--- src/rtl/memory_controller.sv ---
// memory_controller
//
// Memory-side responder for the core's instruction-fetch and load/store ports.
// Each accepted request is serialised onto the byte-wide RAM/IO bus, one byte
// per cycle, and answered with a single-cycle *_rdy pulse carrying the
// assembled little-endian data. Load/store requests take priority over
// fetches. Stores to the IO window wait while the IO buffer is full.
//
// Ports:
//   clk_in          rising-edge clock
//   rst_in          asynchronous active-low reset
//   rdy_in          global enable; low freezes all state
//   flush           misprediction flush (aborts reads, drops a pending rdy)
//   mem_din         RAM read byte (one-cycle read latency)
//   mem_dout        RAM write byte
//   mem_a           RAM byte address
//   mem_wr          write strobe (1 = write)
//   io_buffer_full  IO write buffer cannot accept
//   if_en/if_addr   word fetch request and address
//   if_rdy/if_data  fetch completion pulse and instruction word
//   ls_en/ls_wr     load/store request, 1 = store
//   ls_size         0 = byte, 1 = half, 2/3 = word
//   ls_addr         byte address, any alignment
//   ls_wdata        store data, sent LSB-first
//   ls_rdy/ls_rdata load/store completion pulse and zero-extended load data
module memory_controller #(
    parameter logic [31:0] IO_BASE = 32'h0003_0000
) (
    input  logic        clk_in,
    input  logic        rst_in,
    input  logic        rdy_in,
    input  logic        flush,
    input  logic [7:0]  mem_din,
    output logic [7:0]  mem_dout,
    output logic [31:0] mem_a,
    output logic        mem_wr,
    input  logic        io_buffer_full,
    input  logic        if_en,
    input  logic [31:0] if_addr,
    output logic        if_rdy,
    output logic [31:0] if_data,
    input  logic        ls_en,
    input  logic        ls_wr,
    input  logic [1:0]  ls_size,
    input  logic [31:0] ls_addr,
    input  logic [31:0] ls_wdata,
    output logic        ls_rdy,
    output logic [31:0] ls_rdata
);

    typedef enum logic [1:0] {StIdle, StRead, StWrite, StDone} state_e;

    state_e      r_state, w_state;
    logic        r_is_ls, w_is_ls;
    logic [31:0] r_addr, w_addr;
    logic [31:0] r_wdata, w_wdata;
    logic [2:0]  r_nbytes, w_nbytes;
    // Edges elapsed since the accept edge E0 (address index / capture pointer)
    logic [2:0]  r_cnt, w_cnt;
    logic [31:0] r_buf, w_buf;
    // Set while a read is frozen; the next enabled edge restarts it from byte 0
    logic        r_restart, w_restart;
    logic [31:0] r_mem_a, w_mem_a;
    logic [7:0]  r_mem_dout, w_mem_dout;
    logic        r_mem_wr, w_mem_wr;
    logic        r_if_rdy, w_if_rdy;
    logic [31:0] r_if_data, w_if_data;
    logic        r_ls_rdy, w_ls_rdy;
    logic [31:0] r_ls_rdata, w_ls_rdata;

    logic        w_io_blocked;
    logic [2:0]  w_ls_nbytes;
    logic [1:0]  w_rd_idx;
    logic [7:0]  w_wbyte;

    assign w_io_blocked = ls_wr && (ls_addr[31:16] == IO_BASE[31:16]) && io_buffer_full;

    // Byte captured at edge E(k+2) is byte k
    assign w_rd_idx = r_cnt[1:0] - 2'd2;

    always_comb begin
        case (ls_size)
            2'd0:    w_ls_nbytes = 3'd1;
            2'd1:    w_ls_nbytes = 3'd2;
            default: w_ls_nbytes = 3'd4;
        endcase
    end

    always_comb begin
        case (r_cnt[1:0])
            2'd0:    w_wbyte = r_wdata[7:0];
            2'd1:    w_wbyte = r_wdata[15:8];
            2'd2:    w_wbyte = r_wdata[23:16];
            default: w_wbyte = r_wdata[31:24];
        endcase
    end

    always_comb begin
        w_state    = r_state;
        w_is_ls    = r_is_ls;
        w_addr     = r_addr;
        w_wdata    = r_wdata;
        w_nbytes   = r_nbytes;
        w_cnt      = r_cnt;
        w_buf      = r_buf;
        w_restart  = r_restart;
        w_mem_a    = r_mem_a;
        w_mem_dout = r_mem_dout;
        w_mem_wr   = r_mem_wr;
        w_if_rdy   = r_if_rdy;
        w_if_data  = r_if_data;
        w_ls_rdy   = r_ls_rdy;
        w_ls_rdata = r_ls_rdata;

        if (!rdy_in) begin
            if (r_state == StRead) begin
                w_restart = 1'b1;
            end
        end else begin
            w_restart = 1'b0;
            case (r_state)
                StIdle: begin
                    if (!flush) begin
                        if (ls_en) begin
                            // A blocked IO store also holds off any fetch
                            if (!w_io_blocked) begin
                                w_is_ls  = 1'b1;
                                w_addr   = ls_addr;
                                w_wdata  = ls_wdata;
                                w_nbytes = w_ls_nbytes;
                                w_mem_a  = ls_addr;
                                w_cnt    = 3'd1;
                                if (ls_wr) begin
                                    w_state    = StWrite;
                                    w_mem_wr   = 1'b1;
                                    w_mem_dout = ls_wdata[7:0];
                                end else begin
                                    w_state = StRead;
                                    w_buf   = '0;
                                end
                            end
                        end else if (if_en) begin
                            w_is_ls  = 1'b0;
                            w_addr   = if_addr;
                            w_nbytes = 3'd4;
                            w_mem_a  = if_addr;
                            w_cnt    = 3'd1;
                            w_buf    = '0;
                            w_state  = StRead;
                        end
                    end
                end
                StRead: begin
                    if (flush) begin
                        w_state = StIdle;
                    end else if (r_restart) begin
                        w_mem_a = r_addr;
                        w_cnt   = 3'd1;
                        w_buf   = '0;
                    end else begin
                        if (r_cnt < r_nbytes) begin
                            w_mem_a = r_addr + {29'd0, r_cnt};
                        end
                        if (r_cnt >= 3'd2) begin
                            w_buf[{w_rd_idx, 3'b000} +: 8] = mem_din;
                        end
                        if (r_cnt == r_nbytes + 3'd1) begin
                            w_state = StDone;
                            if (r_is_ls) begin
                                w_ls_rdy   = 1'b1;
                                w_ls_rdata = w_buf;
                            end else begin
                                w_if_rdy  = 1'b1;
                                w_if_data = w_buf;
                            end
                        end
                        w_cnt = r_cnt + 3'd1;
                    end
                end
                StWrite: begin
                    // flush is ignored here: committed stores always finish
                    if (r_cnt < r_nbytes) begin
                        w_mem_wr   = 1'b1;
                        w_mem_a    = r_addr + {29'd0, r_cnt};
                        w_mem_dout = w_wbyte;
                        w_cnt      = r_cnt + 3'd1;
                    end else begin
                        w_mem_wr = 1'b0;
                        w_ls_rdy = 1'b1;
                        w_state  = StDone;
                    end
                end
                StDone: begin
                    w_if_rdy = 1'b0;
                    w_ls_rdy = 1'b0;
                    w_state  = StIdle;
                end
                default: begin
                    w_state = StIdle;
                end
            endcase
        end
    end

    always_ff @(posedge clk_in or negedge rst_in) begin
        if (!rst_in) begin
            r_state    <= StIdle;
            r_is_ls    <= 1'b0;
            r_addr     <= '0;
            r_wdata    <= '0;
            r_nbytes   <= 3'd1;
            r_cnt      <= '0;
            r_buf      <= '0;
            r_restart  <= 1'b0;
            r_mem_a    <= '0;
            r_mem_dout <= '0;
            r_mem_wr   <= 1'b0;
            r_if_rdy   <= 1'b0;
            r_if_data  <= '0;
            r_ls_rdy   <= 1'b0;
            r_ls_rdata <= '0;
        end else begin
            r_state    <= w_state;
            r_is_ls    <= w_is_ls;
            r_addr     <= w_addr;
            r_wdata    <= w_wdata;
            r_nbytes   <= w_nbytes;
            r_cnt      <= w_cnt;
            r_buf      <= w_buf;
            r_restart  <= w_restart;
            r_mem_a    <= w_mem_a;
            r_mem_dout <= w_mem_dout;
            r_mem_wr   <= w_mem_wr;
            r_if_rdy   <= w_if_rdy;
            r_if_data  <= w_if_data;
            r_ls_rdy   <= w_ls_rdy;
            r_ls_rdata <= w_ls_rdata;
        end
    end

    assign mem_a    = r_mem_a;
    assign mem_dout = r_mem_dout;
    // A frozen write must not strobe the bus
    assign mem_wr   = r_mem_wr & rdy_in;
    assign if_rdy   = r_if_rdy;
    assign if_data  = r_if_data;
    assign ls_rdy   = r_ls_rdy;
    assign ls_rdata = r_ls_rdata;

endmodule

--- config.mk ---
export PLATFORM = sky130hd
export DESIGN_NAME = memory_controller
export DESIGN_NICKNAME = d
export VERILOG_FILES = /design/src/rtl/memory_controller.sv
export SDC_FILE = /design/constraint.sdc
export NUM_CORES = 1
export LEC_CHECK = 0
export ABC_AREA = 0
export CAP_MARGIN = 20
export CORE_MARGIN = 1
export CORE_UTILIZATION = 45
export DETAILED_ROUTE_END_ITERATION = 7
export PLACE_DENSITY = 0.71
export SYNTH_ARGS = -nofsm -noshare
export SYNTH_HDL_FRONTEND = slang
export SYNTH_SLANG_ARGS = --single-unit
--- constraint.sdc ---
create_clock -name clk_in -period 2.9 [get_ports clk_in]
set_clock_uncertainty 0.05 [all_clocks]
set_input_delay 0.29 -clock clk_in [delete_from_list [all_inputs] [get_ports clk_in]]
set_output_delay 0.29 -clock clk_in [all_outputs]
set_load 0.005 [all_outputs]
==> results of run 1 <==
-- Yosys cell counts, types with 4 or more instances --
| cell | n | share of area, % |
|---|---|---|
| sky130_fd_sc_hd__dfrtp_1 | 212 | 48 |
| sky130_fd_sc_hd__nand3_1 | 26 | 1.2 |
| sky130_fd_sc_hd__a31o_2 | 4 | 0.31 |
| sky130_fd_sc_hd__mux2_2 | 118 | 12 |
| sky130_fd_sc_hd__o31ai_1 | 6 | 0.40 |
| sky130_fd_sc_hd__and3_1 | 12 | 0.67 |
| sky130_fd_sc_hd__a211oi_1 | 8 | 0.54 |
| sky130_fd_sc_hd__a21o_1 | 7 | 0.47 |
| sky130_fd_sc_hd__mux2i_1 | 37 | 3.3 |
| sky130_fd_sc_hd__o21ai_1 | 4 | 0.18 |
| sky130_fd_sc_hd__buf_1 | 13 | 0.44 |
| sky130_fd_sc_hd__o22a_1 | 5 | 0.39 |
| sky130_fd_sc_hd__o21ai_0 | 110 | 4.9 |
| sky130_fd_sc_hd__nand4_1 | 12 | 0.67 |
| sky130_fd_sc_hd__a222oi_1 | 8 | 0.72 |
| sky130_fd_sc_hd__a22oi_1 | 4 | 0.27 |
| sky130_fd_sc_hd__a21oi_1 | 28 | 1.3 |
| sky130_fd_sc_hd__nor4_1 | 5 | 0.28 |
| sky130_fd_sc_hd__and4_1 | 7 | 0.55 |
| sky130_fd_sc_hd__nor2_1 | 35 | 1.2 |
| sky130_fd_sc_hd__o211ai_1 | 15 | 1.0 |
| sky130_fd_sc_hd__a31oi_1 | 8 | 0.45 |
| sky130_fd_sc_hd__nand2_1 | 164 | 5.5 |
| sky130_fd_sc_hd__a22o_1 | 37 | 2.9 |
| sky130_fd_sc_hd__clkbuf_1 | 51 | 1.7 |
| sky130_fd_sc_hd__a221oi_1 | 6 | 0.47 |
| sky130_fd_sc_hd__and2_1 | 13 | 0.73 |
| sky130_fd_sc_hd__nor2b_1 | 5 | 0.28 |
| sky130_fd_sc_hd__inv_1 | 20 | 0.67 |
| sky130_fd_sc_hd__or3_1 | 5 | 0.28 |
| sky130_fd_sc_hd__nor3b_1 | 4 | 0.27 |
| sky130_fd_sc_hd__buf_2 | 12 | 0.54 |
| sky130_fd_sc_hd__nor3_1 | 11 | 0.49 |
| sky130_fd_sc_hd__xnor2_1 | 8 | 0.63 |
| sky130_fd_sc_hd__xor2_1 | 5 | 0.39 |
| sky130_fd_sc_hd__ha_1 | 18 | 2.0 |
-- routing by layer --
layer	share of wire, %	vias to the layer above
li1	-	4431
met1	44	4561
met2	48	329
met3	6.2	39
met4	1.8	0
met5	0	-
-- worst max path at each step --
stage / end / startpoint / slack [ns]
after detailed placement: mem_a[13]$_DFFE_PN0P_ / ls_addr[19] / -0.37
final: mem_a[13]$_DFFE_PN0P_ / ls_addr[19] / 0.18
after CTS: mem_a[13]$_DFFE_PN0P_ / ls_addr[19] / 0.15
after global placement: mem_a[13]$_DFFE_PN0P_ / ls_addr[20] / -0.28
after global routing: mem_a[22]$_DFFE_PN0P_ / r_cnt[0]$_DFFE_PN0P_ / 0.01
after floorplan: if_data[0]$_DFFE_PN0P_ / r_cnt[0]$_DFFE_PN0P_ / 0.26
-- cells in the final DEF (no fill, tap or decap), types with 5 or more instances in the layout --
cell / Yosys / final
sky130_fd_sc_hd__clkdlybuf4s50_1: 0 / 218
sky130_fd_sc_hd__dfrtp_1: 212 / 212
sky130_fd_sc_hd__nand2_1: 164 / 164
sky130_fd_sc_hd__mux2_2: 118 / 118
sky130_fd_sc_hd__o21ai_0: 110 / 110
sky130_fd_sc_hd__buf_4: 0 / 48
sky130_fd_sc_hd__mux2i_1: 37 / 37
sky130_fd_sc_hd__a22o_1: 37 / 37
sky130_fd_sc_hd__nor2_1: 35 / 35
sky130_fd_sc_hd__a21oi_1: 28 / 28
sky130_fd_sc_hd__nand3_1: 26 / 26
sky130_fd_sc_hd__clkbuf_16: 0 / 25
sky130_fd_sc_hd__inv_1: 20 / 20
sky130_fd_sc_hd__ha_1: 18 / 18
sky130_fd_sc_hd__o211ai_1: 15 / 15
sky130_fd_sc_hd__and2_1: 13 / 13
sky130_fd_sc_hd__and3_1: 12 / 12
sky130_fd_sc_hd__nand4_1: 12 / 12
sky130_fd_sc_hd__nor3_1: 11 / 10
sky130_fd_sc_hd__xnor2_1: 8 / 8
sky130_fd_sc_hd__a31oi_1: 8 / 8
sky130_fd_sc_hd__a211oi_1: 8 / 8
sky130_fd_sc_hd__a222oi_1: 8 / 8
sky130_fd_sc_hd__and4_1: 7 / 7
sky130_fd_sc_hd__clkinv_2: 0 / 7
sky130_fd_sc_hd__buf_12: 0 / 7
sky130_fd_sc_hd__o31ai_1: 6 / 6
sky130_fd_sc_hd__a21o_1: 7 / 6
sky130_fd_sc_hd__a221oi_1: 6 / 6
sky130_fd_sc_hd__clkbuf_8: 0 / 6
sky130_fd_sc_hd__xor2_1: 5 / 5
sky130_fd_sc_hd__nor4_1: 5 / 5
sky130_fd_sc_hd__nor2b_1: 5 / 5
sky130_fd_sc_hd__or3_1: 5 / 5
sky130_fd_sc_hd__o22a_1: 5 / 5
-- layout make-up --
type	count	area, um2
Inverter	20	75.1
Fill cell	2017	9590
Clock inverter	10	81.3
Multi-Input combinational cell	781	5420
Timing Repair Buffer	276	2710
Tap cell	324	405
Clock buffer	34	709
Sequential cell	213	5330
-- flip-flops by register name, summed over array words and instances, names as in the netlist, 2 cells and up --
name,count
r_state,2
if_data,32
r_addr,32
r_buf,32
r_cnt,3
mem_dout,8
r_nbytes,3
mem_a,32
ls_rdata,32
r_wdata,32
-- stage by stage --
step	instances	util, %
2_1_floorplan	1093	-
3_3_place_gp	1613	57.3
3_5_place_dp	1613	57.3
4_1_cts	1658	60.6
5_1_grt	1658	60.6
6_report	1658	60.6
-- worst register-to-register path, stage by stage, from the launching register on --
cell and delay [ns]:
sky130_fd_sc_hd__dfrtp_1 0.46, sky130_fd_sc_hd__ha_1 0.39, sky130_fd_sc_hd__nand3_1 0.17, sky130_fd_sc_hd__a211oi_1 0.41, sky130_fd_sc_hd__and2_0 0.46, sky130_fd_sc_hd__nand2_1 0.10
sky130_fd_sc_hd__o311a_1 0.33, sky130_fd_sc_hd__o31ai_1 0.25
-- power by group through the flow --
stage | Sequential, mW | Combinational, mW | Clock, mW
6_report | 4.59 | 5.73 | 3.00
3_3_place_gp | 4.59 | 5.52 | 0
4_1_cts | 4.56 | 5.70 | 3.07
2_1_floorplan | 4.40 | 3.44 | 0
5_1_grt | 4.69 | 6.27 | 3.19
3_5_place_dp | 4.60 | 5.65 | 0
-- cells by family (layout without fill, tap and decap cells) --
family	count (synthesis)	count (layout)	share of synthesized area [%]
compound gates	278	278	16.6
xor+xnor	13	13	1.02
simple gates	316	316	13.5
fa+ha+maj	19	19	2.20
mux	155	155	15.2
buf+inv	99	340	3.67
flops	213	213	47.8
==> metrics, run 1 <==
final worst hold slack=0.295 ns; fin worst setup slack=0.180 ns; sequential share of the synthesized area=47.8%; Die Wd=159 um; CTS resizes=0; CTS tree=done; share of total power in combinational logic=43.0%; IO Pins=221; Post-Syn Instances=1093; startpoint type of the worst setup path=primary input; Post-DRT Antenna Nets=0; setup-violating endpoint count in the final report=0; Worst Path Class, Setup=in -> reg; RePlAce Congestion=0.849; net count after synthesis=1226; Largest delay share family, worst path=buffers and inverters; setup repair after global routing missed its margin=false; status=finished clean; number of nets in the layout=1449; GR Util met1=33.3%; H-tree Lvls=1; GRT met2 Usage=40.5%; wire length after detailed routing=30.9 mm; Worst Max-Slew Pin Slew=0.786 ns; power share of the sequential group=34.4%; Post-Route Setup TNS=0 ns; total CTS buffers=24; vias after detailed routing=9360; reg2reg setup slack=0.18 ns; classification of the worst-slack hold path=in -> async; clock-pin slew on the worst setup and hold paths=0.06 ns; global-route wire length before repair=50.1 mm; fraction of the cycle the final worst path needs=93.8%; relative area change from synthesis to final layout=32.1%; Setup crit end kind=flip-flop; maximum number of pins on one net before global-route repair=70; Sw Ratio=37.9%; Pint=8.27 mW; Leak=6.49 nW; number of antenna violations at the first check in global routing=0; required time of the critical path=3.24 ns; floorplan die area=25400 um2; count of distinct cell types in the synthesized netlist=68; drt pass-1 iters=5; worst setup slack before clock tree synthesis=-0.366 ns; clk sink count=213; initial cell density of the core=45.9%; Floorplan Core Area=24300 um2; number of register bits inferred by synthesis=213; most used cell, CP=sky130_fd_sc_hd__buf_4; placed instance area=13900 um2; Most Used Layer, Global Route=met2; Buf+Inv Stages, Crit Path=4; GR Overflow Total=0; fraction of met3 tracks used by global routing=3.96%; Slew headroom=47.6%; IR drop worst, VDD=0.569 mV; final-report hold violation count=0; cell depth of the worst flop-to-flop path=7; power density over the cells=904 nW/um2; proportion of register bits with asynchronous set or reset after synthesis=100%; number of cells on the critical path=10; FMAX=368 MHz; Critical R2R Capture=mem_a[25]$_DFFE_PN0P_; post-DR vias/cell=5.65; vias in the first global route=9277; fin. max-slew vios=0; FF-to-FF Start=r_cnt[2]$_DFFE_PN0P_; clock latency at the later pin of the worst-skew pair=0.51 ns; total inserted antenna cells=0; min cycle time layout=2.72 ns; Yosys warnings=0; data arrival time of the critical path=3.06 ns; peak per-stage delay on the critical path=0.65 ns; fraction of layout instances using a drive strength above 1=17.1%; clock power share=22.6%; critical path cell sequence=clkdlybuf4s50_1 -> nor4b_1 -> buf_4 -> nand4_1 -> o31ai_2 -> buf_4 -> or3_1 -> buf_4 -> nor4_1 -> a221o_1; root buffer cell=sky130_fd_sc_hd__clkbuf_16; HPWL after detailed placement=21.9 mm; standard-cell row count=57; per-cell routed wire length=18.6 um; number of port buffers=220; cts hold-fix bufs=1; Syn Std Cell Area=11200 um2; detailed router's first-iteration violation count=660; total net switching power=5.05 mW; Non-Filler Cell Area, Final=14700 um2; CTS max path bufs=3; average cell area after synthesis=10.2 um2; number of synthesized flops with an enable pin=0; slowest CP cell=sky130_fd_sc_hd__nor4b_1; dominant register cell in the synthesized netlist=sky130_fd_sc_hd__dfrtp_1; postcts setup bufs=0; height of the die=159 um; maxcap violations=0; Power, Total=13.3 mW; final routed DRC violation total=0; largest driver fanout on the critical path=17; total routing usage reported by global routing=24.4%
Note: power is estimated with default switching activity, not from simulation.
==> run 2, diff against run 1 <==
clock period = 3.3 ns   (was 2.9 ns; I/O delays follow)
==> run 2 against run 1 <==
Net effect:
- final cell count shrank 0.72%
- flip-flop and latch count is the same
- die area is the same
- core utilization shrank 0.40 points
- clock-buffer cell count grew 3
- largest cell class unchanged
- hold slack lost 0.060 ns
- first-iteration DRC count grew 20%
- total power shrank 13%
- critical path type is now reg -> reg
- routed wire length is essentially flat
==> metrics, run 2 (synthesis gave the netlist of run 1 again) <==
most frequent standard cell in the layout excluding fill and tap cells=sky130_fd_sc_hd__clkdlybuf4s50_1; Post-Route Setup TNS=0 ns; drt pass-1 iters=5; number of port buffers=220; setup-violating endpoint count in the final report=0; data arrival time of the critical path=3.28 ns; total CTS buffers=24; min cycle time layout=2.92 ns; startpoint type of the worst setup path=flip-flop; detailed router's first-iteration violation count=791; CTS max path bufs=3; H-tree Lvls=1; status=finished clean; largest driver fanout on the critical path=12; fraction of the cycle the final worst path needs=88.6%; FMAX=342 MHz; number of nets in the layout=1438; maxcap violations=0; Slew headroom=33.8%; required time of the critical path=3.66 ns; CTS tree=done; RePlAce Congestion=0.828; Die Wd=159 um; per-cell routed wire length=18.7 um; total of fill cells in the finished design=2049; fraction of layout instances using a drive strength above 1=16.2%; clk sink count=213; Leak=6.43 nW; Worst Path Class, Setup=reg -> reg; power density over the cells=789 nW/um2; fin worst setup slack=0.376 ns; Setup crit end kind=flip-flop; postcts setup bufs=0; vias in the first global route=9465; vias after detailed routing=9419; global-route wire length before repair=51.1 mm; final routed DRC violation total=0; IR drop worst, VDD=0.498 mV; number of antenna violations at the first check in global routing=0; relative area change from synthesis to final layout=31.2%; maximum number of pins on one net before global-route repair=84; floorplan die area=25400 um2; Post-DRT Antenna Nets=0; total inserted antenna cells=0; wire length after detailed routing=30.9 mm; leading cell types in the layout, fill and taps excluded=sky130_fd_sc_hd__clkdlybuf4s50_1, sky130_fd_sc_hd__dfrtp_1, sky130_fd_sc_hd__nand2_1, sky130_fd_sc_hd__mux2_2, sky130_fd_sc_hd__o21ai_0; fin. max-slew vios=0; Floorplan Core Area=24300 um2; root buffer cell=sky130_fd_sc_hd__clkbuf_16; IO Pins=221; clock latency at the later pin of the worst-skew pair=0.51 ns; HPWL after detailed placement=21.6 mm; height of the die=159 um; classification of the worst-slack hold path=in -> reg; initial cell density of the core=45.9%; worst setup slack before clock tree synthesis=0.296 ns; GR Overflow Total=0; clock-pin slew on the worst setup and hold paths=0.06 ns; standard-cell row count=57; final-report hold violation count=0; setup repair after global routing missed its margin=false; total routing usage reported by global routing=24.7%; Worst Max-Slew Pin Slew=0.985 ns; post-DR vias/cell=5.72
## run 2: per-layer routing
metal / track usage [%] / vias up / part of all wire [%]
met5: 0 / - / 0
met4: 6.56 / 0 / 2.1
met3: 3.93 / 51 / 6.1
met2: 40.4 / 330 / 48
met1: 34.2 / 4626 / 44
li1: - / 4412 / -
## run 2: final cells by class
class	count	area, um2	area share, %
clock inverters	6	70.1	0.479
inverters	20	75.1	0.513
repair buffers	265	2620	17.9
clock buffers	37	719	4.92
multi-input cells	781	5420	37.0
well taps	324	405	2.77
flip-flops and latches	213	5330	36.4
## run 2: report_power, final
| group | switching, mW | internal, mW | leakage (nW) |
|---|---|---|---|
| clock network | 1.04 | 1.58 | 0.390 |
| logic | 2.66 | 2.24 | 3.27 |
| registers | 0.683 | 3.34 | 2.76 |
| total | 4.39 | 7.17 | 6.43 |
## run 2: path summary, 6_finish.rpt
path	from	to	slack, ns	cells past startpoint
min in group asynchronous	rst_in	if_data[23]$_DFFE_PN0P_	0.37	2
hold reg to reg	r_nbytes[0]$_DFFE_PN1P_	r_nbytes[0]$_DFFE_PN1P_	0.45	2
setup reg to reg	r_state[1]$_DFFE_PN0P_	mem_a[26]$_DFFE_PN0P_	0.38	8
setup / recovery	r_state[1]$_DFFE_PN0P_	mem_a[26]$_DFFE_PN0P_	0.38	8
max in group asynchronous	rst_in	mem_a[22]$_DFFE_PN0P_	1.97	3
hold / removal	ls_en	r_state[1]$_DFFE_PN0P_	0.23	4
## run 2: worst max-delay path, cell delays in order, from the launching register on
cell and delay (ns):
sky130_fd_sc_hd__dfrtp_1 0.41, sky130_fd_sc_hd__inv_1 0.12, sky130_fd_sc_hd__ha_1 0.36, sky130_fd_sc_hd__nor2b_1 0.52
sky130_fd_sc_hd__o211ai_1 0.47, sky130_fd_sc_hd__a41oi_1 0.30, sky130_fd_sc_hd__o21ai_0 0.11, sky130_fd_sc_hd__o311a_1 0.21
sky130_fd_sc_hd__o31ai_1 0.27
## run 2: timing repair
action / CTS / global route
endpoints found under the hold margin: 79 / 0
hold buffers: 1 / 0
gates resized for setup: 0 / 0
## run 2: through the flow
| step | total power, mW | util [%] | hold WS [ns] | instance area (um2) | std cells |
|---|---|---|---|---|---|
| 3_5_place_dp | 8.89 | 56.9 | 0.367 | 13800 | 1602 |
| 2_1_floorplan | 6.89 | - | -0.0156 | 11200 | 1093 |
| 6_report | 11.6 | 60.2 | 0.235 | 14600 | 1646 |
| 5_1_grt | 12.3 | 60.2 | 0.249 | 14600 | 1646 |
| 4_1_cts | 11.6 | 60.2 | 0.219 | 14600 | 1646 |
| 3_3_place_gp | 8.74 | 56.9 | 0.367 | 13800 | 1602 |
==> run 3, diff against run 2 <==
CAP_MARGIN = unset   (was 20)
SLEW_MARGIN = 20   (was unset)
==> results of run 3 <==
The final DEF is identical to that of run 2; final timing and power are the same.
